==> src/rtl/mc_ctrl_pkg.sv <==
// Shared encodings for the multi-cycle MIPS main control FSM and alu_ctrl.
package mc_ctrl_pkg;

  typedef logic [3:0] state_t;

  localparam state_t S_FETCH    = 4'd0;
  localparam state_t S_DECODE   = 4'd1;
  localparam state_t S_MEM_ADR  = 4'd2;
  localparam state_t S_MEM_RD   = 4'd3;
  localparam state_t S_MEM_WB   = 4'd4;
  localparam state_t S_MEM_WR   = 4'd5;
  localparam state_t S_EXEC     = 4'd6;
  localparam state_t S_R_WB     = 4'd7;
  localparam state_t S_BRANCH   = 4'd8;
  localparam state_t S_JUMP     = 4'd9;
  localparam state_t S_ORI_EXEC = 4'd10;
  localparam state_t S_ORI_WB   = 4'd11;
  localparam state_t S_HALT     = 4'd12;

  localparam logic [5:0] OP_RTYPE = 6'b000000;
  localparam logic [5:0] OP_LW    = 6'b100011;
  localparam logic [5:0] OP_SW    = 6'b101011;
  localparam logic [5:0] OP_BEQ   = 6'b000100;
  localparam logic [5:0] OP_J     = 6'b000010;
  localparam logic [5:0] OP_ORI   = 6'b001101;

  localparam logic [1:0] ALUOP_ADD  = 2'b00;
  localparam logic [1:0] ALUOP_SUB  = 2'b01;
  localparam logic [1:0] ALUOP_FUNC = 2'b10;
  localparam logic [1:0] ALUOP_OR   = 2'b11;

  localparam logic [1:0] ALUB_RT      = 2'b00;
  localparam logic [1:0] ALUB_FOUR    = 2'b01;
  localparam logic [1:0] ALUB_IMM     = 2'b10;
  localparam logic [1:0] ALUB_IMM_SH2 = 2'b11;

  localparam logic [1:0] PCSRC_ALU    = 2'b00;
  localparam logic [1:0] PCSRC_ALUOUT = 2'b01;
  localparam logic [1:0] PCSRC_JUMP   = 2'b10;

  function automatic logic is_known_op(input logic [5:0] op);
    return (op == OP_RTYPE) || (op == OP_LW) || (op == OP_SW) ||
           (op == OP_BEQ) || (op == OP_J) || (op == OP_ORI);
  endfunction

endpackage

==> src/rtl/mc_main_ctrl.sv <==
// Main control FSM of the multi-cycle MIPS core: sequences FETCH..WB and
// decodes every datapath mux/enable from the current state.
module mc_main_ctrl
  import mc_ctrl_pkg::*;
#(
  parameter bit TRAP_ON_ILLEGAL = 1'b0
) (
  input  logic       i_clk,
  input  logic       i_rst,
  input  logic [5:0] i_op,
  input  logic       i_mem_ready,
  output logic       o_pc_write,
  output logic       o_pc_write_cond,
  output logic       o_i_or_d,
  output logic       o_mem_read,
  output logic       o_mem_write,
  output logic       o_ir_write,
  output logic       o_mem_to_reg,
  output logic       o_reg_dst,
  output logic       o_reg_write,
  output logic       o_alu_src_a,
  output logic [1:0] o_alu_src_b,
  output logic [1:0] o_alu_op,
  output logic       o_zero_ext,
  output logic [1:0] o_pc_source,
  output logic       o_illegal,
  output logic [3:0] o_state
);

  // Memory handshake: a request (mem_read / mem_write) is held steady while
  // i_mem_ready is low and completes on the first edge where it is high.
  state_t state;
  state_t state_nxt;

  always_ff @(posedge i_clk) begin
    if (i_rst) state <= S_FETCH;
    else       state <= state_nxt;
  end

  always_comb begin
    state_nxt = S_FETCH;
    case (state)
      S_FETCH:    state_nxt = i_mem_ready ? S_DECODE : S_FETCH;
      S_DECODE: begin
        case (i_op)
          OP_RTYPE:     state_nxt = S_EXEC;
          OP_LW, OP_SW: state_nxt = S_MEM_ADR;
          OP_BEQ:       state_nxt = S_BRANCH;
          OP_J:         state_nxt = S_JUMP;
          OP_ORI:       state_nxt = S_ORI_EXEC;
          default:      state_nxt = TRAP_ON_ILLEGAL ? S_HALT : S_FETCH;
        endcase
      end
      // IR is stable here, so the opcode is simply looked at again.
      S_MEM_ADR: begin
        if (i_op == OP_LW)      state_nxt = S_MEM_RD;
        else if (i_op == OP_SW) state_nxt = S_MEM_WR;
        else                    state_nxt = S_FETCH;
      end
      S_MEM_RD:   state_nxt = i_mem_ready ? S_MEM_WB : S_MEM_RD;
      S_MEM_WB:   state_nxt = S_FETCH;
      S_MEM_WR:   state_nxt = i_mem_ready ? S_FETCH : S_MEM_WR;
      S_EXEC:     state_nxt = S_R_WB;
      S_R_WB:     state_nxt = S_FETCH;
      S_BRANCH:   state_nxt = S_FETCH;
      S_JUMP:     state_nxt = S_FETCH;
      S_ORI_EXEC: state_nxt = S_ORI_WB;
      S_ORI_WB:   state_nxt = S_FETCH;
      S_HALT:     state_nxt = S_HALT;
      default:    state_nxt = S_FETCH;
    endcase
  end

  always_comb begin
    o_pc_write      = 1'b0;
    o_pc_write_cond = 1'b0;
    o_i_or_d        = 1'b0;
    o_mem_read      = 1'b0;
    o_mem_write     = 1'b0;
    o_ir_write      = 1'b0;
    o_mem_to_reg    = 1'b0;
    o_reg_dst       = 1'b0;
    o_reg_write     = 1'b0;
    o_alu_src_a     = 1'b0;
    o_alu_src_b     = ALUB_RT;
    o_alu_op        = ALUOP_ADD;
    o_zero_ext      = 1'b0;
    o_pc_source     = PCSRC_ALU;
    o_illegal       = 1'b0;
    case (state)
      S_FETCH: begin
        o_mem_read  = 1'b1;
        o_alu_src_b = ALUB_FOUR;
        // PC and IR only load on the cycle the instruction word arrives.
        o_pc_write  = i_mem_ready;
        o_ir_write  = i_mem_ready;
      end
      S_DECODE: begin
        o_alu_src_b = ALUB_IMM_SH2;
        o_illegal   = !is_known_op(i_op);
      end
      S_MEM_ADR: begin
        o_alu_src_a = 1'b1;
        o_alu_src_b = ALUB_IMM;
      end
      S_MEM_RD: begin
        o_mem_read = 1'b1;
        o_i_or_d   = 1'b1;
      end
      S_MEM_WB: begin
        o_mem_to_reg = 1'b1;
        o_reg_write  = 1'b1;
      end
      S_MEM_WR: begin
        o_mem_write = 1'b1;
        o_i_or_d    = 1'b1;
      end
      S_EXEC: begin
        o_alu_src_a = 1'b1;
        o_alu_op    = ALUOP_FUNC;
      end
      S_R_WB: begin
        o_reg_dst   = 1'b1;
        o_reg_write = 1'b1;
      end
      S_BRANCH: begin
        o_alu_src_a     = 1'b1;
        o_alu_op        = ALUOP_SUB;
        o_pc_write_cond = 1'b1;
        o_pc_source     = PCSRC_ALUOUT;
      end
      S_JUMP: begin
        o_pc_write  = 1'b1;
        o_pc_source = PCSRC_JUMP;
      end
      S_ORI_EXEC: begin
        o_alu_src_a = 1'b1;
        o_alu_src_b = ALUB_IMM;
        o_alu_op    = ALUOP_OR;
        o_zero_ext  = 1'b1;
      end
      S_ORI_WB:   o_reg_write = 1'b1;
      S_HALT:     o_illegal   = 1'b1;
      default: ;
    endcase
  end

  assign o_state = state;

endmodule

==> config.mk <==
export PLATFORM = sky130hd
export DESIGN_NAME = mc_main_ctrl
export DESIGN_NICKNAME = d
export VERILOG_FILES = /design/src/rtl/mc_ctrl_pkg.sv /design/src/rtl/mc_main_ctrl.sv
export SDC_FILE = /design/constraint.sdc
export NUM_CORES = 1
export LEC_CHECK = 0
export ABC_AREA = 1
export CELL_PAD_IN_SITES_DETAIL_PLACEMENT = 0
export CELL_PAD_IN_SITES_GLOBAL_PLACEMENT = 1
export CORE_MARGIN = 2
export CORE_UTILIZATION = 22
export DETAILED_ROUTE_END_ITERATION = 6
export MAX_ROUTING_LAYER = met4
export PLACE_DENSITY_LB_ADDON = 0.05
export SYNTH_ARGS = -nofsm -noshare
export SYNTH_HDL_FRONTEND = slang
export SYNTH_SLANG_ARGS = --single-unit
==> constraint.sdc <==
create_clock -name i_clk -period 1.2 [get_ports i_clk]
set_input_delay 0.24 -clock i_clk [delete_from_list [all_inputs] [get_ports i_clk]]
set_output_delay 0.24 -clock i_clk [all_outputs]
set_load 0.02 [all_outputs]
After elaboration in Yosys (flattened, before gate mapping)
Index checks and enable logic that the tools add are counted.

Register bits after elaboration: 4. Output and inout bits: 22. Word-level logic and storage cells: 54.

Eq/ne operators: 17. Muxes and demuxes: 22. Reductions and logical operators: 14.

Operators by type and width (number): 4-bit case mux with 8 select lines (1); 4-bit == test, second input constant (5); 4-bit case mux with 5 select lines (1); 4-bit by 3-bit == test with 1-bit output, second input constant (4); 6-bit == test, second input constant (2); 3-bit 2-to-1 mux (4); 2-bit case mux with 3 select lines (2); 1-bit 2-to-1 mux (11); 4-bit by 2-bit == test with 1-bit output, second input constant (2); 2-bit OR reduction (4); 6-bit by 2-bit == test with 1-bit output, second input constant (1); 6-bit by 3-bit == test with 1-bit output, second input constant (1); 6-bit by 4-bit == test with 1-bit output, second input constant (1); 6-bit zero test (1); 1-bit logical OR (5); 4-bit by 1-bit == test with 1-bit output, second input constant (1); 4-bit zero test (1); 1-bit case mux with 2 select lines (2); 2-bit case mux with 2 select lines (1); 4-bit OR reduction (1); 3-bit OR reduction (1); 1-bit zero test (1).

Logic depth before layout (Yosys ltp)
Gate-level depths: netlist of run 1.

Depth in word-level cells: 8. Depth in mapped cells: 9.

Least setup slack after synthesis of run 1
OpenSTA, ideal clock, no wires.

Path type: register to output. Start point: register state[0] (netlist: o_state[0]). End point: output port o_illegal. Arrival: 1.425 ns. Setup slack: -0.465 ns. Cell stages (with the launch flop): 6. Path buffers: 1. Cell sequence: dfxtp_1 buf_6 nand2_2 nor2_2 nand3_1 o21ai_0.

Cells in the longest elaborated chain, start to end: 2. Elaborated cells between the ends (all ways): 3. Classes of those cells: eq/ne (2); mux (1).

Ends and longest elaborated chain: from (decl) (line mc_main_ctrl.sv:32) `state_t state;`; from (signal assigned) (line mc_main_ctrl.sv:37) `else state <= state_nxt;`; 4-bit == test or 4-bit by 1-bit == test with 1-bit output (tied branches) (line mc_main_ctrl.sv:90) `case (state)`; 1-bit case mux with 2 select lines * (line mc_main_ctrl.sv:90); to (decl) (line mc_main_ctrl.sv:26) `output logic o_illegal,`.

Every way passes the cells marked *; elsewhere a longest branch is shown, timed or not.

Final worst setup path of run 1
Start point: register state[0] (netlist: o_state[0]). End point: output port o_reg_write.

Cells in the longest elaborated chain, start to end: 3. Elaborated cells between the ends (all ways): 5. Classes of those cells: eq/ne (3); mux (1); reduce/logical (1).

Ends and longest elaborated chain: 4-bit == test or 4-bit by 3-bit == test with 1-bit output (tied branches) (line mc_main_ctrl.sv:90); 3-bit OR reduction (no line) *; 1-bit 2-to-1 mux * (line mc_main_ctrl.sv:90); to (decl) (line mc_main_ctrl.sv:20) `output logic o_reg_write,`.

Marks and branches as above.

==> results by group, run 1 <==
Yosys
  • Library cell with the largest summed area after synthesis: sky130_fd_sc_hd__nor2_1
  • Top area cells in the synthesized netlist: sky130_fd_sc_hd__nor2_1 21%, sky130_fd_sc_hd__dfxtp_1 15%, sky130_fd_sc_hd__nand3_1 15%
  • Count of mapped cells out of synthesis: 105
  • Most numerous cell in the Yosys netlist: sky130_fd_sc_hd__nor2_1
  • Number of warnings printed during yosys synthesis: 0
  • Post-Syn Area: 532 um2
  • Share of the synthesized area in the top cell type: 21.2%
  • Fraction of synthesis flops using an asynchronous set or reset pin: 0%
  • Proportion of synthesized chip area in sequential cells: 15.1%
  • Number of library cell types mapped by synthesis: 15
  • Synthesized Nets: 114
  • Mean Syn Cell Area: 5.06 um2
  • Count of flip-flops with a built-in enable after synthesis: 0
  • Synth top cells by count: 30 x sky130_fd_sc_hd__nor2_1, 19 x sky130_fd_sc_hd__nand2_1, 16 x sky130_fd_sc_hd__inv_1, 16 x sky130_fd_sc_hd__nand3_1, 5 x sky130_fd_sc_hd__o21ai_0
  • Main flop type after synthesis: sky130_fd_sc_hd__dfxtp_1
  • Register bit count reported by yosys: 4

Min path
  • Class of the tightest hold or removal check: primary input to register
  • Depth of the worst hold-timing path: 6
  • Endpoint with the worst hold slack: o_state[1]
  • Startpoint of the worst hold path: i_op[1]

Critical path
  • Kind of launch point of the worst setup path: register
  • Most prevalent standard cell on the critical path: sky130_fd_sc_hd__nor2_4
  • Worst r2r src: o_state[3]
  • Largest incremental delay on the critical path: 390 ps
  • Worst-case reg-to-reg path depth: 10
  • Highest-delay cell along the critical path: sky130_fd_sc_hd__dfxtp_4
  • Category of the worst setup path capture point: output port
  • Reg-to-reg endpoint: o_state[2]
  • Series of cell instances along the critical path: nor2_4, inv_4, nor2_4, nor2_2, o21ai_2, buf_6
  • Flop2flop setup slack: -130 ps
  • Worst Setup Path Type: register to output port
  • Worst Path Max Fanout: 7
  • Critical path required time: 960 ps
  • Arrival time reported for the critical path endpoint: 1210 ps

Global routing
  • Final global-route overflow total: 0
  • Aggregate global-route resource usage: 16.7%
  • Vias in the first global route: 810
  • Largest net degree at the start of global routing: 8
  • Number of antenna violations at the first check in global routing: 0
  • Global-route wire length before repair: 3.42 mm

Clocking
  • # H-tree levels: 1
  • Root Driver: sky130_fd_sc_hd__clkbuf_4
  • Total clock buffers created by CTS: 3
  • Max Root-Sink Buffers: 2
  • Post-cts hold buffer count: 0
  • CTS clock-pin slew for the worst setup and hold paths: 40 ps
  • CTS Sinks: 4
  • TritonCTS clock tree: done
  • Clock latency of the later-clocked register in the worst-skew pair: 240 ps

Power
  • Combinational power share: 39.8%
  • VDD IR-drop max: 0.000524 V
  • Internal power component: 0.000361 W
  • Switching fraction of total power: 33.6%
  • Clock group share of total power: 34.8%
  • Sequential fraction of design power: 25.5%
  • Static Leak: 0.705 nW
  • Total power divided by cell area: 393 nW/um2
  • Switching component of the power: 0.000182 W

STA
  • Layout Skew: 5.20 ps
  • Setup repair after global routing missed its margin: true
  • Final setup violation count: 21
  • Peak clock frequency supported by timing: 0.688 GHz
  • Pins Over Slew Limit: 0
  • Setup ws final: -253 ps
  • Worst-Margin Slew: 191 ps
  • Total Neg Setup Slack: -4110 ps
  • Post-layout min period: 1450 ps
  • Worst slew slack as a fraction of its limit: 87.2%
  • Hold violation count in the final report: 0
  • Period utilisation layout: 121%

Detailed routing
  • Post-route DRC: 0
  • Antenna violation net count after detailed routing: 0
  • Drt pass-1 iters: 4
  • Via Count: 895
  • Detailed-route vias per instance: 4.50
  • Routed length per placed instance: 10.5 um
  • First DRT Iteration DRCs: 10
  • Total routed wirelength: 2.10 mm

Placement
  • Total cell area at the placement stage: 1130 um2
  • IO buf count: 30
  • Post-DP HPWL: 1.66 mm
  • Routability cong.: 0.808

Outcome
  • Run status: finished, violations left
  • Violations in the final reports: negative setup slack

Cells and area
  • Area growth from synthesis to layout: 160%
  • Final std cell area, no fill: 1380 um2
  • NumNets Final: 181
  • Number of flip-flops under the largest register name: 4
  • Layout cells sized above 1: 66.7%
  • Fillers: 216
  • Number of antenna repair diodes: 0

Floorplan
  • Number of primary I/O pins: 31
  • DIE AREA: 2830 um2
  • Vertical die dimension: 53.2 um
  • Die extent in x: 53.2 um
  • Core Rows: 17
  • Initial core utilization: 23.6%
  • Floorplan core area: 2250 um2

Flow run
  • Maxcap violations: 0
-- critical path: cells and delay by family, from the launching register on --
family,cells,cell delay [ps]
compound gates,1,50
simple gates,3,330
flops,1,390
buf+inv,2,200
-- placed cells by master, fill, tap and decap left out, drive strengths merged --
master         instances
buf                   58
inv                   17
clkdlybuf4s50          2
clkbuf                 4
nand3                 16
o22ai                  1
nor2                  33
nand2                 21
dfxtp                  4
nand3b                 3
dlygate4sd2            4
a21oi                  3
o21ai                  5
-- worst max path at each step --
stage / endpoint / startpoint / slack, ps
floorplan: o_reg_write / o_state[0] / -60
global placement: o_illegal / i_op[1] / -920
detailed placement: o_illegal / i_op[1] / -930
CTS: o_illegal / o_state[0] / -280
global route: o_illegal / o_state[0] / -320
finish: o_reg_write / o_state[0] / -250
-- power by group through the flow --
stage                     clock network [W]  registers, W  logic (W)
after floorplan                           0      0.000141  0.0000946
after global placement                    0      0.000144   0.000187
after detailed placement                  0      0.000144   0.000189
after CTS                          0.000196      0.000138   0.000205
after global routing               0.000202      0.000139   0.000237
final                              0.000189      0.000139   0.000216
-- metrics by stage --
stage	std cells	worst slack, ps	power, W	util (%)	hold WS, ps
after floorplan	105	-58.8	0.000236	-	302
after global placement	186	-916	0.000331	50.3	805
after detailed placement	186	-932	0.000333	50.3	815
after CTS	195	-280	0.000539	55.6	551
after global routing	199	-315	0.000578	61.3	616
final	199	-253	0.000544	61.3	548
-- per-layer routing --
layer	wire length, um	up-vias	part of all wire, %	GRT usage, %
met1	896	406	43	20.1
met3	95	4	4.5	1.69
met4	16	0	0.76	5.13
met2	1090	23	52	29.2
li1	-	462	-	-
met5	0	-	0	-
-- logic make-up (layout without fill, tap and decap cells) --
family,Yosys count,count (layout),synth area share (%)
AOI/OAI and AO/OA,9,9,8.71
buffers and inverters,19,85,15.5
DFF,4,4,15.1
and+or+nand+nor,73,73,60.7
-- area by class of cell --
cell class	instances	area [um2]	area share [%]
inverters	17	76.3	5.53
flip-flops and latches	4	95.1	6.88
clock buffers	4	26.3	1.90
multi-input cells	82	588	42.6
well taps	28	35.0	2.54
repair buffers	64	561	40.6
-- repair_timing --
item                       4_1_cts  5_1_grt
hold endpoints to repair         0        0
resized for setup              154       29
setup endpoints to repair       26       24
buffers inserted                 5        4
pin swaps                       10        8
(Power assumes the default switching activity.)
==> run 2, diff against run 1 <==
--- a/config.mk
+++ b/config.mk
@@ -8,7 +8,6 @@
 export ABC_AREA = 1
 export CELL_PAD_IN_SITES_DETAIL_PLACEMENT = 0
 export CELL_PAD_IN_SITES_GLOBAL_PLACEMENT = 1
-export CORE_MARGIN = 2
 export CORE_UTILIZATION = 22
 export DETAILED_ROUTE_END_ITERATION = 6
 export MAX_ROUTING_LAYER = met4
@@ -16,3 +15,4 @@
 export SYNTH_ARGS = -nofsm -noshare
 export SYNTH_HDL_FRONTEND = slang
 export SYNTH_SLANG_ARGS = --single-unit
+export TNS_END_PERCENT = 1
==> run 2 against run 1 <==
The run still ends with negative setup slack left. Register-to-register slack improved by 60 ps. Fmax increased by 0.88%. Critical endpoint is now o_illegal. Flip-flop and latch count unchanged. Clock power decreased by 13%. Clock-buffer cell count decreased by 1. Largest power group unchanged. Clock skew decreased by 2.6 ps.
==> results by group, run 2 (synthesis gave the netlist of run 1 again) <==
Outcome
  • Run status: finished, violations left
  • Violations in the final reports: negative setup slack

Critical path
  • Worst-case reg-to-reg path depth: 10 (unchanged)
  • Series of cell instances along the critical path: nand2_4, nor2_4, nand3_2, o21ai_4, buf_6
  • Critical path required time: 960 ps (about the same)
  • Kind of launch point of the worst setup path: register
  • Worst Path Max Fanout: 8 (+1)
  • Worst Setup Path Type: register to output port
  • Highest-delay cell along the critical path: sky130_fd_sc_hd__dfxtp_4
  • Stages on the worst setup path: 5 (-1)
  • Cell class contributing the biggest share of worst-path delay: flip-flops
  • Largest incremental delay on the critical path: 430 ps (+40 ps)
  • Category of the worst setup path capture point: output port
  • Number of buffer and inverter instances along the worst setup path: 1 (-1)
  • Arrival time reported for the critical path endpoint: 1200 ps (about the same)

Detailed routing
  • Via Count: 834 (-6.8%)
  • Post-route DRC: 0 (unchanged)
  • First DRT Iteration DRCs: 16 (+6)
  • Drt pass-1 iters: 4 (unchanged)
  • Detailed-route vias per instance: 4.37 (-2.9%)
  • Routed length per placed instance: 9.97 um (-5.4%)
  • Antenna violation net count after detailed routing: 0 (unchanged)
  • Total routed wirelength: 1.90 mm (-9.2%)

Global routing
  • Largest net degree at the start of global routing: 9 (+1)
  • Number of antenna violations at the first check in global routing: 0 (unchanged)
  • Aggregate global-route resource usage: 15.9% (-0.80 points)
  • Final global-route overflow total: 0 (unchanged)
  • Global-route wire length before repair: 3.11 mm (-9.1%)
  • Vias in the first global route: 762 (-5.9%)

Clocking
  • # H-tree levels: 1 (unchanged)
  • Root Driver: sky130_fd_sc_hd__clkbuf_4
  • CTS clock-pin slew for the worst setup and hold paths: 40 ps (about the same)
  • TritonCTS clock tree: done
  • Max Root-Sink Buffers: 2 (unchanged)
  • Clock latency of the later-clocked register in the worst-skew pair: 230 ps (about the same)
  • Total clock buffers created by CTS: 3 (unchanged)
  • CTS Sinks: 4 (unchanged)
  • Post-cts hold buffer count: 0 (unchanged)

Flow run
  • Maxcap violations: 0 (unchanged)

Cells and area
  • Register cell area after layout: 95.1 um2 (unchanged)
  • Number of antenna repair diodes: 0 (unchanged)
  • Most frequent standard cell in the layout excluding fill and tap cells: sky130_fd_sc_hd__buf_4
  • Top library cells by usage in the layout, fill and taps aside: 38 x sky130_fd_sc_hd__buf_4, 21 x sky130_fd_sc_hd__nor2_1, 14 x sky130_fd_sc_hd__nand2_1, 13 x sky130_fd_sc_hd__nand3_1
  • Area of combinational cells with multiple inputs: 517 um2 (-12%)
  • Fillers: 246 (+14%)
  • Number of standard cells in the final layout excluding fillers: 191 (-4.0%)
  • Area growth from synthesis to layout: 129%
  • NumNets Final: 174 (-3.9%)
  • Layout cells sized above 1: 55.2% (-11 points)
  • Final std cell area, no fill: 1220 um2 (-12%)
  • Share of the core filled with cells: 54.1% (-7.2 points)
  • Number of flip-flops under the largest register name: 4 (unchanged)

STA
  • Peak clock frequency supported by timing: 0.694 GHz (+0.88%)
  • Layout Skew: 2.58 ps (-2.61 ps)
  • Post-layout min period: 1440 ps (-12.7 ps)
  • Pins Over Slew Limit: 0 (unchanged)
  • Worst slew slack as a fraction of its limit: 86.4% (-0.89 points)
  • Period utilisation layout: 120% (-1.1 points)
  • Setup repair after global routing missed its margin: true
  • Worst-Margin Slew: 204 ps (+12.8 ps)
  • Hold violation count in the final report: 0 (unchanged)
  • Setup ws final: -240 ps (+12.7 ps)
  • Final setup violation count: 21 (unchanged)
  • Worst slack on hold paths: 634 ps (+86.3 ps)

Floorplan
  • Floorplan core area: 2250 um2 (unchanged)
  • Number of primary I/O pins: 31 (unchanged)
  • DIE AREA: 2620 um2 (-7.4%)
  • Vertical die dimension: 51.2 um (-3.8%)
  • Core Rows: 17 (unchanged)
  • Die extent in x: 51.2 um (-3.8%)
  • Initial core utilization: 23.6% (unchanged)

Placement
  • Cell Count Post-Placement: 187 (+0.54%)
  • Routability cong.: 0.831 (+2.9%)
  • Post-DP HPWL: 1.58 mm (-4.9%)
  • Total cell area at the placement stage: 1140 um2 (+0.66%)
  • IO buf count: 30 (unchanged)

Min path
  • Class of the tightest hold or removal check: primary input to register
  • Depth of the worst hold-timing path: 2 (-4)

Power
  • VDD IR-drop max: 0.000599 V (+14%)
  • Total power divided by cell area: 406 nW/um2 (+3.1%)
  • Static Leak: 0.635 nW (-10%)
run 2: cell count changes in the layout (fill, tap and decap cells not counted), moves of 5 or more:
cell / change
sky130_fd_sc_hd__nor2_2: -5
sky130_fd_sc_hd__nor2_1: +5
sky130_fd_sc_hd__nand3_1: +6
sky130_fd_sc_hd__buf_4: +7
sky130_fd_sc_hd__buf_6: -12
sky130_fd_sc_hd__nand3_2: -6
run 2: layout make-up:
type,count,area share [%]
sequential,4,7.80
multi-input combinational,82,42.4
inverter,17,6.06
timing repair buffer,57,39.0
tap,28,2.87
clock buffer,3,1.85
run 2: per-stage QoR:
step           total power (W)  worst slack, ps  TNS [ps]
3_5_place_dp          0.000332             -935    -10220
5_1_grt               0.000535             -315     -4570
3_3_place_gp          0.000331             -918    -10150
2_1_floorplan         0.000236            -58.8      -124
6_report              0.000495             -240     -3020
4_1_cts               0.000499             -255     -3520
run 2: what timing repair did:
action,CTS,global route
pin swaps,8,2
buffers inserted,1,0
gates cloned,0,0
resized for setup,138,7
setup endpoints to repair,26,24
run 2: routing by layer:
layer | vias to the layer above | global-route usage [%] | share of wire [%]
li1 | 449 | - | -
met1 | 359 | 19.3 | 44
met2 | 26 | 28.1 | 50
met3 | 0 | 3.87 | 5.6
met4 | 0 | 0 | 0
met5 | - | - | 0
run 2: final timing paths:
| path | startpoint | end | slack, ps |
|---|---|---|---|
| max | o_state[0] | o_illegal | -240 |
| min | i_rst | o_state[2] | 630 |
| max reg2reg | o_state[0] | o_state[0] | -70 |
| min reg2reg | o_state[0] | o_state[1] | 820 |
run 2: where the power goes:
group          internal, W  total, W  leakage (nW)  switching (W)
Clock             0.000112  0.000164        0.0138      0.0000526
Sequential        0.000129  0.000139        0.0355     0.00000934
Combinational    0.0000926  0.000192         0.585      0.0000990
==> run 3, diff against run 2 <==
--- a/config.mk
+++ b/config.mk
@@ -11,7 +11,7 @@
 export CORE_UTILIZATION = 22
 export DETAILED_ROUTE_END_ITERATION = 6
 export MAX_ROUTING_LAYER = met4
-export PLACE_DENSITY_LB_ADDON = 0.05
+export PLACE_DENSITY_LB_ADDON = 0.15
 export SYNTH_ARGS = -nofsm -noshare
 export SYNTH_HDL_FRONTEND = slang
 export SYNTH_SLANG_ARGS = --single-unit
==> run 3 against run 2 <==
The flow still finishes with violations (negative setup slack). Sequential share of layout area down 0.32 points. Clock-buffer cell count unchanged. Die area unchanged. Sequential power about the same. Via count up 0.72%. Cell area up 4.2%. Utilization up 2.3 points. Combinational power up 5%. First-iteration DRC count down 63%. Final cell count up 1.6%.
==> results by group, run 3 (synthesis gave the netlist of run 1 again) <==
STA
  • Period utilisation layout: 121% (+1.1 points)
  • Layout Skew: 2.86 ps (+0.278 ps)
  • Final setup violation count: 21 (unchanged)
  • Pins Over Slew Limit: 0 (unchanged)
  • Peak clock frequency supported by timing: 0.688 GHz (-0.87%)
  • Hold violation count in the final report: 0 (unchanged)
  • Worst-Margin Slew: 194 ps (-10.2 ps)
  • Post-layout min period: 1450 ps (+12.6 ps)
  • Setup ws final: -253 ps (-12.6 ps)
  • Setup repair after global routing missed its margin: true
  • Worst slew slack as a fraction of its limit: 87.0% (+0.69 points)

Power
  • Static Leak: 0.652 nW (+2.7%)
  • Switching fraction of total power: 33.0% (+0.44 points)
  • Combinational power share: 39.7% (+1.0 points)
  • Internal power component: 0.000339 W (+1.7%)
  • Clock group share of total power: 33.2% (about the same)
  • Sequential fraction of design power: 27.1% (-1.0 points)
  • Total power divided by cell area: 398 nW/um2 (-1.8%)
  • Switching component of the power: 0.000167 W (+3.7%)
  • VDD IR-drop max: 0.000302 V (-50%)

Detailed routing
  • Detailed-route vias per instance: 4.33 (-0.84%)
  • Via Count: 840 (+0.72%)
  • Antenna violation net count after detailed routing: 0 (unchanged)
  • Routed length per placed instance: 10.6 um (+6.0%)
  • Total routed wirelength: 2.05 mm (+7.6%)
  • Drt pass-1 iters: 3 (-1)
  • First DRT Iteration DRCs: 6 (-10)
  • Post-route DRC: 0 (unchanged)

Min path
  • Class of the tightest hold or removal check: primary input to register
  • Depth of the worst hold-timing path: 2 (unchanged)
  • Startpoint of the worst hold path: i_rst

Critical path
  • Worst-case reg-to-reg path depth: 9 (-1)
  • Category of the worst setup path capture point: output port
  • Arrival time reported for the critical path endpoint: 1210 ps (about the same)
  • Kind of launch point of the worst setup path: register
  • Worst Setup SP: o_state[0]
  • Worst Setup Path Type: register to output port
  • Worst r2r src: o_state[0]
  • Critical path required time: 960 ps (about the same)
  • Worst Path Max Fanout: 7 (-1)

Placement
  • Routability cong.: 0.803 (-3.3%)
  • Total cell area at the placement stage: 1150 um2 (+0.66%)
  • IO buf count: 30 (unchanged)
  • Post-DP HPWL: 1.60 mm (+1.3%)

Cells and area
  • Number of flip-flops under the largest register name: 4 (unchanged)
  • Final std cell area, no fill: 1270 um2 (+4.2%)
  • Top library cells by usage in the layout, fill and taps aside: 34 x sky130_fd_sc_hd__buf_4, 17 x sky130_fd_sc_hd__nor2_1, 15 x sky130_fd_sc_hd__buf_6, 14 x sky130_fd_sc_hd__nand2_1
  • Most frequent standard cell in the layout excluding fill and tap cells: sky130_fd_sc_hd__buf_4
  • Share of the core filled with cells: 56.3% (+2.3 points)
  • Area growth from synthesis to layout: 139%
  • NumNets Final: 177 (+1.7%)
  • Layout cells sized above 1: 59.6% (+4.4 points)
  • Number of antenna repair diodes: 0 (unchanged)

Global routing
  • Number of antenna violations at the first check in global routing: 0 (unchanged)
  • Met2 track demand over resource: 34.9% (+6.8 points)
  • Aggregate global-route resource usage: 18.1% (+2.2 points)
  • Final global-route overflow total: 0 (unchanged)
  • Largest net degree at the start of global routing: 8 (-1)
  • Global-route wire length before repair: 3.48 mm (+12%)
  • Met3 track demand over resource in global routing: 1.79% (-2.1 points)
  • Vias in the first global route: 841 (+10%)
  • Met1 demand-to-capacity share in global routing: 19.5% (+0.18 points)
  • Gr busiest metal: met2

Flow run
  • Maxcap violations: 0 (unchanged)

Floorplan
  • Number of primary I/O pins: 31 (unchanged)
  • Floorplan core area: 2250 um2 (unchanged)
  • Core Rows: 17 (unchanged)
  • Initial core utilization: 23.6% (unchanged)
  • Vertical die dimension: 51.2 um (unchanged)
  • Die extent in x: 51.2 um (unchanged)
  • DIE AREA: 2620 um2 (unchanged)

Clocking
  • CTS Sinks: 4 (unchanged)
  • Post-cts hold buffer count: 0 (unchanged)
  • TritonCTS clock tree: done
  • CTS clock-pin slew for the worst setup and hold paths: 40 ps (about the same)
  • Root Driver: sky130_fd_sc_hd__clkbuf_4
  • # H-tree levels: 1 (unchanged)
  • Total clock buffers created by CTS: 3 (unchanged)
  • Clock latency of the later-clocked register in the worst-skew pair: 240 ps (about the same)
  • Max Root-Sink Buffers: 2 (unchanged)

Outcome
  • Violations in the final reports: negative setup slack
  • Run status: finished, violations left
## run 3: area by class of cell
cell class,instances,area (um2)
clock buffer,3,22.5
fill,227,985
inverter,17,73.8
multi-input combinational,82,532
sequential,4,95.1
tap,28,35.0
timing repair buffer,60,512
## run 3: critical path, stage by stage (launching register included)
cell and delay, ps:
sky130_fd_sc_hd__dfxtp_4 380, sky130_fd_sc_hd__nor2_4 150, sky130_fd_sc_hd__buf_4 130, sky130_fd_sc_hd__nand3_2 100, sky130_fd_sc_hd__o21ai_2 70, sky130_fd_sc_hd__buf_4 150
## run 3: power groups by stage
stage	logic [W]	clock network, W	registers, W
floorplan	0.0000945	0	0.000141
global placement	0.000190	0	0.000144
detailed placement	0.000191	0	0.000144
CTS	0.000192	0.000170	0.000137
global route	0.000216	0.000188	0.000137
finish	0.000201	0.000168	0.000137
## run 3: metrics by stage
stage	worst slack, ps	TNS, ps	instances	total power (W)	hold slack (ps)
after global routing	-302	-4820	194	0.000542	652
final	-253	-3540	194	0.000506	611
after CTS	-249	-3800	193	0.000499	607
after detailed placement	-916	-10470	188	0.000334	792
after global placement	-907	-10450	188	0.000334	808
after floorplan	-58.8	-124	105	0.000236	302
## run 3: worst paths after layout
kind	endpoint	slack (ps)
worst min register to register	o_state[1]	800
worst max register to register	o_state[2]	-40
worst max-delay path	o_pc_write	-250
worst min-delay path	o_state[3]	610
## run 3: layer usage
metal	share of wire (%)	wire length [um]
met5	0	0
met3	3.4	70
met2	56	1140
met4	0.98	20
met1	40	817
## run 3: repair_timing
action / 4_1_cts / 5_1_grt
endpoints found under the hold margin: 0 / 0
cloned: 0 / 0
resized for setup: 141 / 15
pin swaps: 8 / 6
endpoints found under the setup margin: 26 / 24
buffers inserted: 2 / 1
